### src/rtl/epl_column_write_seq_if.sv
// Handshake and column-drive bundle between the write controller, the
// column write sequencer and the column access sub-block.
interface epl_column_write_seq_if #(
    parameter int TWORD_WIDTH = 7,
    parameter int ADDR_AYO    = 2
);
    logic                       pReq_i;
    logic [2*TWORD_WIDTH-1:0]   pData_i;
    logic [1:0]                 pPhaseEn_i;
    logic                       pAck_o;
    logic                       pBusy_o;
    logic                       pDone_o;
    logic [ADDR_AYO-1:0]        pAcy_o;
    logic                       pValide_o;
    logic [TWORD_WIDTH-1:0]     pCodeword_o;

    modport master (
        output pReq_i, pData_i, pPhaseEn_i,
        input  pAck_o, pBusy_o, pDone_o, pAcy_o, pValide_o, pCodeword_o
    );

    modport slave (
        input  pReq_i, pData_i, pPhaseEn_i,
        output pAck_o, pBusy_o, pDone_o, pAcy_o, pValide_o, pCodeword_o
    );
endinterface

### src/rtl/epl_column_write_seq.sv
// Two-phase (even/odd) column write sequencer with programmable pulse and gap.
// Define EPL_COLSEQ_SKIP_EN to let pPhaseEn_i select which phases run.
module epl_column_write_seq #(
    parameter int P_WE_CYCLES  = 4,
    parameter int P_GAP_CYCLES = 1,
    parameter int TWORD_WIDTH  = 7,
    parameter int ADDR_AYO     = 2
) (
    input  logic                   pClk_i,
    input  logic                   nRst_i,
    epl_column_write_seq_if.slave  bus
);

    typedef enum logic [2:0] {S_IDLE, S_SETUP, S_PULSE, S_GAP, S_DONE} state_t;
    typedef enum logic {PH_EVEN, PH_ODD} phase_t;

    state_t                     state_q, state_d;
    phase_t                     ph_q, ph_d;
    logic [7:0]                 cnt_q, cnt_d;
    logic                       en_odd_q, en_odd_d;
    logic                       load_data;
    logic [2*TWORD_WIDTH-1:0]   data_q;
    logic [1:0]                 en_eff;

    logic                       ack_q, ack_d;
    logic                       busy_q, busy_d;
    logic                       done_q, done_d;
    logic [ADDR_AYO-1:0]        acy_q, acy_d;
    logic                       valide_q, valide_d;
    logic [TWORD_WIDTH-1:0]     cw_q, cw_d;

`ifdef EPL_COLSEQ_SKIP_EN
    assign en_eff = bus.pPhaseEn_i;
`else
    logic unused_phase_en;
    assign unused_phase_en = ^bus.pPhaseEn_i;
    assign en_eff = 2'b11;
`endif

    function automatic logic [ADDR_AYO-1:0] onehot(input phase_t p);
        return (p == PH_ODD) ? ADDR_AYO'(2'b10) : ADDR_AYO'(2'b01);
    endfunction

    function automatic logic [TWORD_WIDTH-1:0] pick(input logic [2*TWORD_WIDTH-1:0] d,
                                                    input phase_t p);
        return (p == PH_ODD) ? d[2*TWORD_WIDTH-1:TWORD_WIDTH] : d[TWORD_WIDTH-1:0];
    endfunction

    // Outputs are computed for the next state and registered, so every
    // output changes exactly on the edge that enters the corresponding state.
    always_comb begin
        state_d   = state_q;
        ph_d      = ph_q;
        cnt_d     = cnt_q;
        en_odd_d  = en_odd_q;
        load_data = 1'b0;
        ack_d     = 1'b0;
        busy_d    = 1'b1;
        done_d    = 1'b0;
        acy_d     = acy_q;
        valide_d  = 1'b0;
        cw_d      = cw_q;

        case (state_q)
            S_IDLE: begin
                busy_d = 1'b0;
                acy_d  = '0;
                cw_d   = '0;
                if (bus.pReq_i) begin
                    ack_d     = 1'b1;
                    busy_d    = 1'b1;
                    load_data = 1'b1;
                    en_odd_d  = en_eff[1];
                    if (en_eff[0]) begin
                        state_d = S_SETUP;
                        ph_d    = PH_EVEN;
                        acy_d   = onehot(PH_EVEN);
                        cw_d    = pick(bus.pData_i, PH_EVEN);
                    end else if (en_eff[1]) begin
                        state_d = S_SETUP;
                        ph_d    = PH_ODD;
                        acy_d   = onehot(PH_ODD);
                        cw_d    = pick(bus.pData_i, PH_ODD);
                    end else begin
                        state_d = S_DONE;
                        done_d  = 1'b1;
                    end
                end
            end
            S_SETUP: begin
                state_d  = S_PULSE;
                cnt_d    = 8'(P_WE_CYCLES);
                valide_d = 1'b1;
            end
            S_PULSE: begin
                if (cnt_q == 8'd1) begin
                    state_d = S_GAP;
                    cnt_d   = 8'(P_GAP_CYCLES);
                end else begin
                    cnt_d    = cnt_q - 8'd1;
                    valide_d = 1'b1;
                end
            end
            S_GAP: begin
                if (cnt_q == 8'd1) begin
                    if (ph_q == PH_EVEN && en_odd_q) begin
                        state_d = S_SETUP;
                        ph_d    = PH_ODD;
                        acy_d   = onehot(PH_ODD);
                        cw_d    = pick(data_q, PH_ODD);
                    end else begin
                        state_d = S_DONE;
                        done_d  = 1'b1;
                        acy_d   = '0;
                        cw_d    = '0;
                    end
                end else begin
                    cnt_d = cnt_q - 8'd1;
                end
            end
            S_DONE: begin
                state_d = S_IDLE;
                busy_d  = 1'b0;
                acy_d   = '0;
                cw_d    = '0;
            end
            default: begin
                state_d = S_IDLE;
                busy_d  = 1'b0;
                acy_d   = '0;
                cw_d    = '0;
            end
        endcase
    end

    always_ff @(posedge pClk_i or negedge nRst_i) begin
        if (!nRst_i) begin
            state_q  <= S_IDLE;
            ph_q     <= PH_EVEN;
            cnt_q    <= '0;
            en_odd_q <= 1'b0;
            ack_q    <= 1'b0;
            busy_q   <= 1'b0;
            done_q   <= 1'b0;
            acy_q    <= '0;
            valide_q <= 1'b0;
            cw_q     <= '0;
        end else begin
            state_q  <= state_d;
            ph_q     <= ph_d;
            cnt_q    <= cnt_d;
            en_odd_q <= en_odd_d;
            ack_q    <= ack_d;
            busy_q   <= busy_d;
            done_q   <= done_d;
            acy_q    <= acy_d;
            valide_q <= valide_d;
            cw_q     <= cw_d;
        end
    end

    // Row word is only captured at acceptance, so later input changes are ignored.
    always_ff @(posedge pClk_i) begin
        if (load_data) begin
            data_q <= bus.pData_i;
        end
    end

    assign bus.pAck_o      = ack_q;
    assign bus.pBusy_o     = busy_q;
    assign bus.pDone_o     = done_q;
    assign bus.pAcy_o      = acy_q;
    assign bus.pValide_o   = valide_q;
    assign bus.pCodeword_o = cw_q;

endmodule

### src/flat_wrapper.sv
// flat-port wrapper written by rule: the top's interface ports become plain ports
module epl_column_write_seq_flat 
#(
    parameter int P_WE_CYCLES  = 4,
    parameter int P_GAP_CYCLES = 1,
    parameter int TWORD_WIDTH  = 7,
    parameter int ADDR_AYO     = 2
)
  (pClk_i, nRst_i, bus_pReq_i, bus_pData_i, bus_pPhaseEn_i, bus_pAck_o, bus_pBusy_o, bus_pDone_o, bus_pAcy_o, bus_pValide_o, bus_pCodeword_o);
  epl_column_write_seq_if #(.TWORD_WIDTH(TWORD_WIDTH), .ADDR_AYO(ADDR_AYO)) bus_i ();
  input  logic pClk_i;
  input  logic nRst_i;
  input wire logic [$bits(bus_i.pReq_i)-1:0] bus_pReq_i;
  input wire logic [$bits(bus_i.pData_i)-1:0] bus_pData_i;
  input wire logic [$bits(bus_i.pPhaseEn_i)-1:0] bus_pPhaseEn_i;
  output wire logic [$bits(bus_i.pAck_o)-1:0] bus_pAck_o;
  output wire logic [$bits(bus_i.pBusy_o)-1:0] bus_pBusy_o;
  output wire logic [$bits(bus_i.pDone_o)-1:0] bus_pDone_o;
  output wire logic [$bits(bus_i.pAcy_o)-1:0] bus_pAcy_o;
  output wire logic [$bits(bus_i.pValide_o)-1:0] bus_pValide_o;
  output wire logic [$bits(bus_i.pCodeword_o)-1:0] bus_pCodeword_o;
  assign bus_i.pReq_i = bus_pReq_i;
  assign bus_i.pData_i = bus_pData_i;
  assign bus_i.pPhaseEn_i = bus_pPhaseEn_i;
  assign bus_pAck_o = bus_i.pAck_o;
  assign bus_pBusy_o = bus_i.pBusy_o;
  assign bus_pDone_o = bus_i.pDone_o;
  assign bus_pAcy_o = bus_i.pAcy_o;
  assign bus_pValide_o = bus_i.pValide_o;
  assign bus_pCodeword_o = bus_i.pCodeword_o;
  epl_column_write_seq #(.P_WE_CYCLES(P_WE_CYCLES), .P_GAP_CYCLES(P_GAP_CYCLES), .TWORD_WIDTH(TWORD_WIDTH), .ADDR_AYO(ADDR_AYO)) u_core (.pClk_i(pClk_i), .nRst_i(nRst_i), .bus(bus_i));
endmodule
### config.mk
export PLATFORM = sky130hd
export DESIGN_NAME = epl_column_write_seq_flat
export DESIGN_NICKNAME = d
export VERILOG_FILES = /design/src/rtl/epl_column_write_seq_if.sv /design/src/rtl/epl_column_write_seq.sv /design/src/flat_wrapper.sv
export SDC_FILE = /design/constraint.sdc
export NUM_CORES = 1
export LEC_CHECK = 0
export CORE_MARGIN = 10
export CORE_UTILIZATION = 40
export DETAILED_ROUTE_END_ITERATION = 16
export PLACE_DENSITY = 0.76
export SLEW_MARGIN = 20
export SYNTH_ARGS = -nofsm -noshare
export SYNTH_HDL_FRONTEND = slang
export SYNTH_SLANG_ARGS = --single-unit
### constraint.sdc
create_clock -name pClk_i -period 1.6 [get_ports pClk_i]
set_input_delay 0.48 -clock pClk_i [delete_from_list [all_inputs] [get_ports pClk_i]]
set_output_delay 0.48 -clock pClk_i [all_outputs]
set_load 0.05 [all_outputs]
# Word-level counts from Yosys, hierarchy flattened
# Cells that the tools add are included.
# op_classes
n_addsub	1
n_eq_ne	9
n_mux	28
n_bitwise	2
reduce_logical	11
# ops
op	count
case mux 8 bit (3 select lines)	1
two-way mux 7 bit	3
case mux 7 bit (3 select lines)	1
two-way mux 8 bit	2
two-way mux 3 bit	4
case mux 3 bit (4 select lines)	1
two-way mux 1 bit	10
== test 8 x 1 -> 1 bit (second input constant)	1
subtractor 8 x 1 -> 8 bit (second input constant)	1
== test 3 x 2 -> 1 bit (second input constant)	2
!= test 2 x 1 -> 1 bit (second input constant)	3
case mux 1 bit (2 select lines)	3
case mux 2 bit (3 select lines)	1
AND reduction 2 bit	3
two-way mux 2 bit	2
!= test 2 bit (second input constant)	2
AND reduction 4 bit	1
== test 3 x 1 -> 1 bit (second input constant)	1
logical NOT 3 bit	1
AND reduction 3 bit	1
nonzero test 3 bit	1
OR reduction 3 bit	1
inverter 1 bit	2
nonzero test 2 bit	1
other kinds (2)	2
# word_totals
ff_bits	40
inputBits	19
out_inout_bits	13

# Depth between registers and ports, before layout
# Gate-level depths: netlist of run 1.
# logic_depth
word_depth	5
mapped_depth	7
ltp_nobuf	6

# Worst setup path after synthesis of run 1
# No wires, ideal clock.
# synth_path
path_kind	flip-flop to flip-flop
from	register u_core.state_q[2]
to	register u_core.data_q[10], enable pin
setup_time_ns	0.375
arrival_ns	1.299
path_slack_ns	-0.074
path_stages_with_launch	4
period_less_slack_ns	1.674
cell_sequence	dfrtp_1 > buf_6 > nor4b_1 > clkbuf_1
# synth_via
elab_chain_len	2
# synth_lines
item	line	source
start, declared	epl_column_write_seq.sv:17	state_t state_q, state_d;
start signal, assigned	epl_column_write_seq.sv:149	state_q <= state_d;
logical NOT 3 bit	n/a	
two-way mux 1 bit	n/a	
net u_core.ack_d	epl_column_write_seq.sv:25	logic ack_q, ack_d;
end signal, assigned	epl_column_write_seq.sv:165	data_q <= bus.pData_i;
end, declared	epl_column_write_seq.sv:22	logic [2*TWORD_WIDTH-1:0] data_q;
# The timed path passes the listed nets, and every way through them passes these cells.
# A chain may end at the register's enable or synchronous reset.

# Final worst setup path of run 1
# layout_path
from	register u_core.cnt_q[0]
to	register u_core.cnt_q[7]
# layout_via
elab_chain_len	3
# layout_lines
item	line	source
start, declared	epl_column_write_seq.sv:19	logic [7:0] cnt_q, cnt_d;
start signal, assigned	epl_column_write_seq.sv:151	cnt_q <= cnt_d;
subtractor 8 x 1 -> 8 bit or == test 8 x 1 -> 1 bit (tied branches)	n/a	
two-way mux 8 bit, or another cell as far along	epl_column_write_seq.sv:105	if (cnt_q == 8'd1) begin
case mux 8 bit (3 select lines) or AND reduction 2 bit (tied branches)	n/a	
# Several ways; a longest one is shown, not always the timed one. The select of a mux whose other input is x is not followed.

==> results of run 1 <==
[cell usage after synthesis, types with 3 or more instances]
cell	number	area, um^2
a32oi_1	7	61.3
a21oi_1	7	35.0
inv_1	3	11.3
o21ai_0	10	50.1
edfxtp_1	7	210
nor2b_1	3	18.8
nor2_1	5	18.8
clkbuf_1	4	15.0
dfrtp_1	26	651
nand2_1	15	56.3
nor3_1	3	15.0
[layout by cell type, fill, tap and decap left out, types with 2 or more instances in the layout]
cell	instances
nor2_1	4
a32oi_1	7
buf_6	6
ha_4	2
edfxtp_1	7
o21ai_1	6
nand2_2	5
nand2_4	2
nor2_2	2
clkbuf_8	5
nand2b_1	2
dfrtp_1	23
o21ai_0	2
nand2_1	8
nor2b_1	3
buf_12	13
a21oi_2	3
clkinv_1	2
dfrtp_2	3
a21oi_1	4
nor3_1	3
inv_1	2
clkdlybuf4s50_1	16
nand3_1	2
o21ai_2	3
buf_4	22
[final timing paths]
check	cells after the start	slack, ns	startpoint	to
max	5	-0.04	u_core.cnt_q[0]$_DFFE_PN0P_	u_core.cnt_q[7]$_DFFE_PN0P_
min in group asynchronous	2	0.56	nRst_i	u_core.cnt_q[5]$_DFFE_PN0P_
max reg2reg	5	-0.04	u_core.cnt_q[0]$_DFFE_PN0P_	u_core.cnt_q[7]$_DFFE_PN0P_
max in group asynchronous	2	0.77	nRst_i	u_core.state_q[1]$_DFFE_PN0P_
min reg2reg	1	0.52	u_core.en_odd_q$_DFFE_PN0P_	u_core.en_odd_q$_DFFE_PN0P_
min	1	0.52	u_core.en_odd_q$_DFFE_PN0P_	u_core.en_odd_q$_DFFE_PN0P_
[where the power goes]
part / internal [W] / leakage [nW] / switching [W]
logic: 0.00146 / 0.580 / 0.00146
registers: 0.00116 / 0.384 / 0.000376
clock network: 0.000293 / 0.0430 / 0.000314
total: 0.00291 / 1.01 / 0.00215
[state kept, by name (all words and copies together), names as in the netlist]
| name | flops |
|---|---|
| u_core.data_q | 7 |
| u_core.en_odd_q | 1 |
| u_core.bus.pBusy_o | 1 |
| u_core.cnt_q | 8 |
| u_core.state_q | 3 |
| u_core.bus.pAcy_o | 2 |
| u_core.bus.pValide_o | 1 |
| u_core.bus.pAck_o | 1 |
| u_core.bus.pDone_o | 1 |
| u_core.ph_q | 1 |
| u_core.bus.pCodeword_o | 7 |
[cell families after synthesis]
family                     Yosys count
and+or+nand+nor                     48
AOI/OAI and AO/OA                   39
DFF                                 33
buffers and inverters               11
adders and majority gates            2
[metal layers]
layer,vias to the layer above,part of all wire,wire (um)
met1,609,0.39,1680
li1,610,-,-
met2,53,0.49,2100
met5,-,0,0
met4,0,0.029,125
met3,14,0.089,383
[stage by stage]
step	util	hold slack (ns)	cell area, um^2	TNS, ns	power [W]
after floorplan	-	0.184	1530	0	0.00278
after global placement	0.574	0.472	2100	-1.79	0.00380
after detailed placement	0.574	0.504	2100	-3.23	0.00390
after CTS	0.605	0.521	2220	0	0.00459
after global routing	0.662	0.540	2420	-1.09	0.00536
final	0.662	0.517	2420	-0.0519	0.00506
[cell type report]
type	instances	share of cell area
Inverter	3	0.00465
Clock inverter	3	0.00516
Multi-Input combinational cell	89	0.308
Clock buffer	5	0.0284
Sequential cell	33	0.357
Timing Repair Buffer	58	0.273
Tap cell	48	0.0248
[timing repair]
item | CTS | global route
buffers inserted | 2 | 5
gates resized for setup | 4 | 49
gates cloned | 0 | 4
pin swaps | 3 | 13
endpoints found under the setup margin | 16 | 21
hold buffers | 0 | 0
[critical path, stage by stage, from the launching register on]
cell and delay (ns):
dfrtp_1 0.43, ha_4 0.18, nor4bb_4 0.17, and3_4 0.18
or4b_4 0.48, a21oi_2 0.13
==> impl_metrics.toml, run 1 <==
[place]
place_congestion = 0.875
place_ws_ns = -0.236
io_buffers = 29
dp_cells = 220
hpwl_mm = 2.75

[timing]
slew_viol_final = 0
rsz0062_at_grt = "yes"
fin_crit_ns = 1.64
skew_ns = 0.00262
relSlewSlack = 0.744
hold_viol_final = 0
setup_slack_ns = -0.0362
tightest_slew_ns = 0.378
setup_viol = 4
period_share = 1.02
clock.fmax_mhz = 611

[global_routing]
grt_busiest_layer = "met2"
grtUsageMet2 = 0.196
grt_usage = 0.123
use_met3 = 0.0677
grt_pass1_vias = 1343
overflow = 0
antenna_found_initial = 0
grt_first_pass_wirelength_mm = 6.33
grt_use_met1 = 0.131
grt_max_degree = 27

[setup_path]
end_kind = "flop"
start_kind = "flop"
crit_type = "flop to flop"
required_ns = 1.82
arrival_ns = 1.86
critical_path.max_fanout = 4

[clock_tree]
clock_sinks = 33
cts_tree = "yes"
numCtsBuffers = 5
ctsRootBufferMaster = "clkbuf_8"
path_clk_slew_ns = 0.07
clk_latency_ns = 0.29
clockBufferDepth = 2
htree_num_levels = 2

[yosys]
synth_compound_area_frac = 0.181
synth_top_family_by_area = "simple AND/OR/NAND/NOR gates"
avgSynthCellArea_um2 = 11.5
synth_xor_area_frac = 0
synth_edf_count = 7
synth.distinct_cells = 48
ys_seq_elements = 33
dominantRegCellSynth = "dfrtp_1"
synthCells = 133
async_flop_share = 0.788
synth.area.mux_share = 0
yosys.area_share.simple = 0.200
ys_warn_count = 0
syn_nets = 154
ys_seq_area_frac = 0.565
synthAdderAreaFrac = 0.0164
syn-cell-area_mm2 = 0.00152

[job]
drv_cap = 0

[drt]
drc = 0
wire_per_inst_um = 17.9
drtIter0Drc = 121
drtPass1Iterations = 5
antenna_left = 0
drt-total-wl_mm = 4.29
viasPerCell = 5.38
via_count = 1286

[cells_and_area]
final_cell_count_no_fill = 239
regArea_um2 = 865
syn2layout_area_growth_pct = 59.0
fillCellCount = 262
diodes = 0
multi_input_area_um2 = 746
drive_gt1_frac = 0.440
nets = 211

[floorplanning]
rows = 22
fp.dieH_um = 81.7
die_w_um = 81.7
dieArea_mm2 = 0.00668
start_util = 0.416
boundaryPins = 32
fp.coreArea_mm2 = 0.00366

[outcome]
violations = "negative setup slack"
status = "finished, violations left"

[hold_path]
hold_path.class = "flop to flop"

[pwr]
peakVddDrop_mv = 1.24
p_leak_nw = 1.01
powerDensity_mw_per_mm2 = 2090
No activity file was read; power rests on OpenSTA's default activity.
==> run 2: changes to the inputs <==
--- a/config.mk
+++ b/config.mk
@@ -5,7 +5,6 @@
 export SDC_FILE = /design/constraint.sdc
 export NUM_CORES = 1
 export LEC_CHECK = 0
-export CORE_MARGIN = 10
 export CORE_UTILIZATION = 40
 export DETAILED_ROUTE_END_ITERATION = 16
 export PLACE_DENSITY = 0.76
==> run 2 against run 1 <==
  * The flow still finishes with violations (negative setup slack)
  * Hold slack worse by 0.016 ns
  * Sequential power hardly changed
  * Clock-buffer cell count stayed put
  * Total power is 2.1% higher
  * Clock skew is 0.0037 ns higher
  * Setup slack worse by 0.034 ns
  * First-iteration DRC count is 43% lower
  * Die area is 39% lower
  * Final cell count is 0.42% lower
  * Clock power is 32% higher
  * Critical path type unchanged
  * Critical endpoint is now u_core.cnt_q[4]$_DFFE_PN0P_
  * Largest cell class unchanged
==> impl_metrics.toml, run 2 (same netlist as run 1, synthesis figures left out) <==
[outcome]
status = "finished, violations left"
violations = "negative setup slack"

[cells_and_area]
largest_reg_flops = 8
top_register = "u_core.cnt_q"
nets = 210
syn2layout_area_growth_pct = 58.0
drive_gt1_frac = 0.400
diodes = 0
layout_common_cells = "buf_4, dfrtp_1, clkdlybuf4s50_1, nand2_1, buf_12"

[place]
place_congestion = 0.863
hpwl_mm = 2.45
place_ws_ns = -0.190
io_buffers = 29

[floorplanning]
start_util = 0.416
boundaryPins = 32
fp.coreArea_mm2 = 0.00366
fp.dieH_um = 63.7
dieArea_mm2 = 0.00406
rows = 22
die_w_um = 63.7

[timing]
fin_crit_ns = 1.67
hold_viol_final = 0
skew_ns = 0.00630
setup_slack_ns = -0.0706
rsz0062_at_grt = "yes"
clock.fmax_mhz = 599
slew_viol_final = 0
tightest_slew_ns = 0.346
holdWs_ns = 0.500
period_share = 1.04
relSlewSlack = 0.770
setup_viol = 10

[clock_tree]
path_clk_slew_ns = 0.08
htree_num_levels = 2
holdBufCountCts = 0
numCtsBuffers = 5
clockBufferDepth = 2
cts_tree = "yes"
clock_sinks = 33
clk_latency_ns = 0.29
ctsRootBufferMaster = "clkbuf_8"

[job]
drv_cap = 0

[drt]
viasPerCell = 5.38
drtIter0Drc = 69
via_count = 1281
drt-total-wl_mm = 3.83
wire_per_inst_um = 16.1
drtPass1Iterations = 4
drc = 0
antenna_left = 0

[setup_path]
arrival_ns = 1.90
end_kind = "flop"
required_ns = 1.83
critical_path.max_fanout = 5
start_kind = "flop"
crit_type = "flop to flop"

[global_routing]
overflow = 0
grt_usage = 0.193
grt_first_pass_wirelength_mm = 5.89
antenna_found_initial = 0
grt_max_degree = 27
grt_pass1_vias = 1271

[pwr]
powerDensity_mw_per_mm2 = 2150
p_leak_nw = 0.998
peakVddDrop_mv = 1.38

[hold_path]
hold_path.class = "flop to flop"
run 2: changes by cell type in the layout (fill, tap and decap cells not counted), moves of 2 or more:
cell and delta:
dfrtp_2 -2, buf_6 -3, buf_4 +3, o21ai_2 -2, nand2_4 -2, clkinv_1 -2
nand2_2 -4, nand2_1 +6, o21ai_1 +2, dfrtp_1 +2
run 2: stage by stage:
step,utilization,TNS (ns),std cells,power (W),area [um^2]
5_1_grt,0.658,-1.64,238,0.00546,2410
6_report,0.658,-0.273,238,0.00517,2410
4_1_cts,0.625,-0.0396,233,0.00484,2290
3_3_place_gp,0.578,-1.64,222,0.00383,2120
3_5_place_dp,0.578,-2.48,222,0.00392,2120
2_1_floorplan,-,0,133,0.00278,1530
run 2: layer usage:
| metal | global-route usage | vias up | wire length [um] |
|---|---|---|---|
| met4 | 0.0852 | 0 | 43 |
| met3 | 0.0525 | 4 | 195 |
| met5 | 0 | - | 0 |
| li1 | - | 612 | - |
| met1 | 0.237 | 617 | 1580 |
| met2 | 0.316 | 48 | 2010 |
run 2: final cells by class:
type / count / area (um^2)
Inverter: 3 / 11.3
Tap cell: 48 / 60.1
Sequential cell: 33 / 862
Timing Repair Buffer: 57 / 642
Fill cell: 265 / 1250
Multi-Input combinational cell: 89 / 718
Clock inverter: 3 / 46.3
Clock buffer: 5 / 68.8
run 2: final timing paths:
path / start / end / slack, ns / cells past startpoint
max: u_core.cnt_q[0]$_DFFE_PN0P_ / u_core.cnt_q[4]$_DFFE_PN0P_ / -0.07 / 7
min: u_core.en_odd_q$_DFFE_PN0P_ / u_core.en_odd_q$_DFFE_PN0P_ / 0.50 / 1
max reg2reg: u_core.cnt_q[0]$_DFFE_PN0P_ / u_core.cnt_q[4]$_DFFE_PN0P_ / -0.07 / 7
min reg2reg: u_core.en_odd_q$_DFFE_PN0P_ / u_core.en_odd_q$_DFFE_PN0P_ / 0.50 / 1
max in group asynchronous: nRst_i / u_core.cnt_q[0]$_DFFE_PN0P_ / 0.79 / 2
min in group asynchronous: nRst_i / u_core.en_odd_q$_DFFE_PN0P_ / 0.55 / 2
run 2: critical path, cell delays in order, from the launching register on:
cell and delay, ns:
dfrtp_2 0.46, ha_4 0.18, nor4bb_4 0.15, buf_4 0.16, a31oi_4 0.24, buf_6 0.17, nand4_1 0.11, a21oi_2 0.13
run 2: what timing repair did:
item / CTS / global route
pin swaps: 4 / 6
endpoints found under the setup margin: 15 / 18
resized for setup: 8 / 29
gates cloned: 0 / 2
buffers inserted: 3 / 3
run 2: report_power, final:
group / switching [W] / internal, W
combinational: 0.00143 / 0.00143
sequential: 0.000356 / 0.00115
clock: 0.000337 / 0.000466
total: 0.00212 / 0.00305
==> run 3: changes to the inputs <==
--- a/config.mk
+++ b/config.mk
@@ -8,6 +8,7 @@
 export CORE_UTILIZATION = 40
 export DETAILED_ROUTE_END_ITERATION = 16
 export PLACE_DENSITY = 0.76
+export SKIP_LAST_GASP = 1
 export SLEW_MARGIN = 20
 export SYNTH_ARGS = -nofsm -noshare
 export SYNTH_HDL_FRONTEND = slang
==> run 3 against run 2 <==
  * The flow still finishes with violations (negative setup slack)
  * Via count hardly changed
  * Routed wire length is 1.2% lower
  * Global-route usage stayed put
  * Highest routed layer unchanged
==> impl_metrics.toml, run 3 (same netlist as run 1, synthesis figures left out) <==
[floorplanning]
dieArea_mm2 = 0.00406
boundaryPins = 32
die_w_um = 63.7
rows = 22
fp.coreArea_mm2 = 0.00366
start_util = 0.416
fp.dieH_um = 63.7

[clock_tree]
htree_num_levels = 2
numCtsBuffers = 5
ctsRootBufferMaster = "clkbuf_8"
clockBufferDepth = 2
path_clk_slew_ns = 0.08
holdBufCountCts = 0
clk_latency_ns = 0.29
clock_sinks = 33
cts_tree = "yes"

[timing]
fin_crit_ns = 1.66
skew_ns = 0.00579
tightest_slew_ns = 0.337
setup_viol = 9
period_share = 1.04
slew_viol_final = 0
relSlewSlack = 0.775
rsz0062_at_grt = "yes"
holdWs_ns = 0.499
setup_slack_ns = -0.0619
clock.fmax_mhz = 602
hold_viol_final = 0

[cells_and_area]
layout_common_cells = "buf_4, dfrtp_1, clkdlybuf4s50_1, nand2_1, buf_12"
top_register = "u_core.cnt_q"
final_common_cell = "buf_4"
largest_reg_flops = 8
nets = 210
fillCellCount = 264
diodes = 0
syn2layout_area_growth_pct = 57.3
drive_gt1_frac = 0.395
regArea_um2 = 862
multi_input_area_um2 = 711

[drt]
drc = 0
drtIter0Drc = 67
drtPass1Iterations = 4
antenna_left = 0
drt-total-wl_mm = 3.78
wire_per_inst_um = 15.9
viasPerCell = 5.39
via_count = 1282

[place]
hpwl_mm = 2.45
io_buffers = 29
place_congestion = 0.863
place_ws_ns = -0.190

[setup_path]
critical_path.max_fanout = 5
required_ns = 1.82
crit_type = "flop to flop"
reg2reg_slack_ns = -0.06
start_kind = "flop"
end_kind = "flop"
arrival_ns = 1.89
worstRegToRegCells = 7

[job]
drv_cap = 0

[pwr]
p_leak_nw = 0.995
power.total_w = 0.00511
powerDensity_mw_per_mm2 = 2130
peakVddDrop_mv = 1.34

[hold_path]
holdPathStages = 1
hold_path.class = "flop to flop"

[global_routing]
grt_first_pass_wirelength_mm = 5.89
grt_pass1_vias = 1269
overflow = 0
antenna_found_initial = 0
grt_usage = 0.193
grt_max_degree = 27

[outcome]
status = "finished, violations left"
violations = "negative setup slack"
[run 3: through the flow]
step	cells	TNS (ns)	utilization	cell area (um^2)
floorplan	133	0	-	1530
global placement	222	-1.64	0.578	2120
detailed placement	222	-2.48	0.578	2120
CTS	233	-0.0396	0.625	2290
global route	238	-1.73	0.655	2400
finish	238	-0.240	0.655	2400
[run 3: area by class of cell]
type | instances | share of cell area
clock inverter | 3 | 0.0193
clock buffer | 5 | 0.0287
sequential | 33 | 0.360
tap | 48 | 0.0251
multi-input combinational | 89 | 0.296
inverter | 3 | 0.00470
timing repair buffer | 57 | 0.266
[run 3: final timing paths]
kind | start | end
worst min-delay path | u_core.en_odd_q$_DFFE_PN0P_ | u_core.en_odd_q$_DFFE_PN0P_
worst min register to register | u_core.en_odd_q$_DFFE_PN0P_ | u_core.en_odd_q$_DFFE_PN0P_
max in group asynchronous | nRst_i | u_core.cnt_q[0]$_DFFE_PN0P_
worst max-delay path | u_core.cnt_q[0]$_DFFE_PN0P_ | u_core.cnt_q[4]$_DFFE_PN0P_
worst max register to register | u_core.cnt_q[0]$_DFFE_PN0P_ | u_core.cnt_q[4]$_DFFE_PN0P_
min in group asynchronous | nRst_i | u_core.en_odd_q$_DFFE_PN0P_
[run 3: timing repair]
item                       in CTS  in global routing
resized for setup               8                 24
gates cloned                    0                  2
setup endpoints to repair      15                 18
pin swaps                       4                  6
setup buffers                   3                  3
[run 3: power by group]
part	switching [W]	internal [W]	leakage [nW]
logic	0.00140	0.00139	0.554
clock network	0.000336	0.000466	0.0543
registers	0.000354	0.00115	0.386
[run 3: per-layer routing]
layer	track usage	part of all wire
met5	0	0
met4	0.0852	0.011
met3	0.0525	0.054
met2	0.316	0.52
met1	0.237	0.41
[run 3: worst max-delay path, stage by stage, from the launching register on]
cell and delay (ns):
dfrtp_2 0.46, ha_4 0.18, nor4bb_4 0.15, buf_4 0.16, a31oi_4 0.24, buf_6 0.16
nand4_1 0.11, a21oi_2 0.13
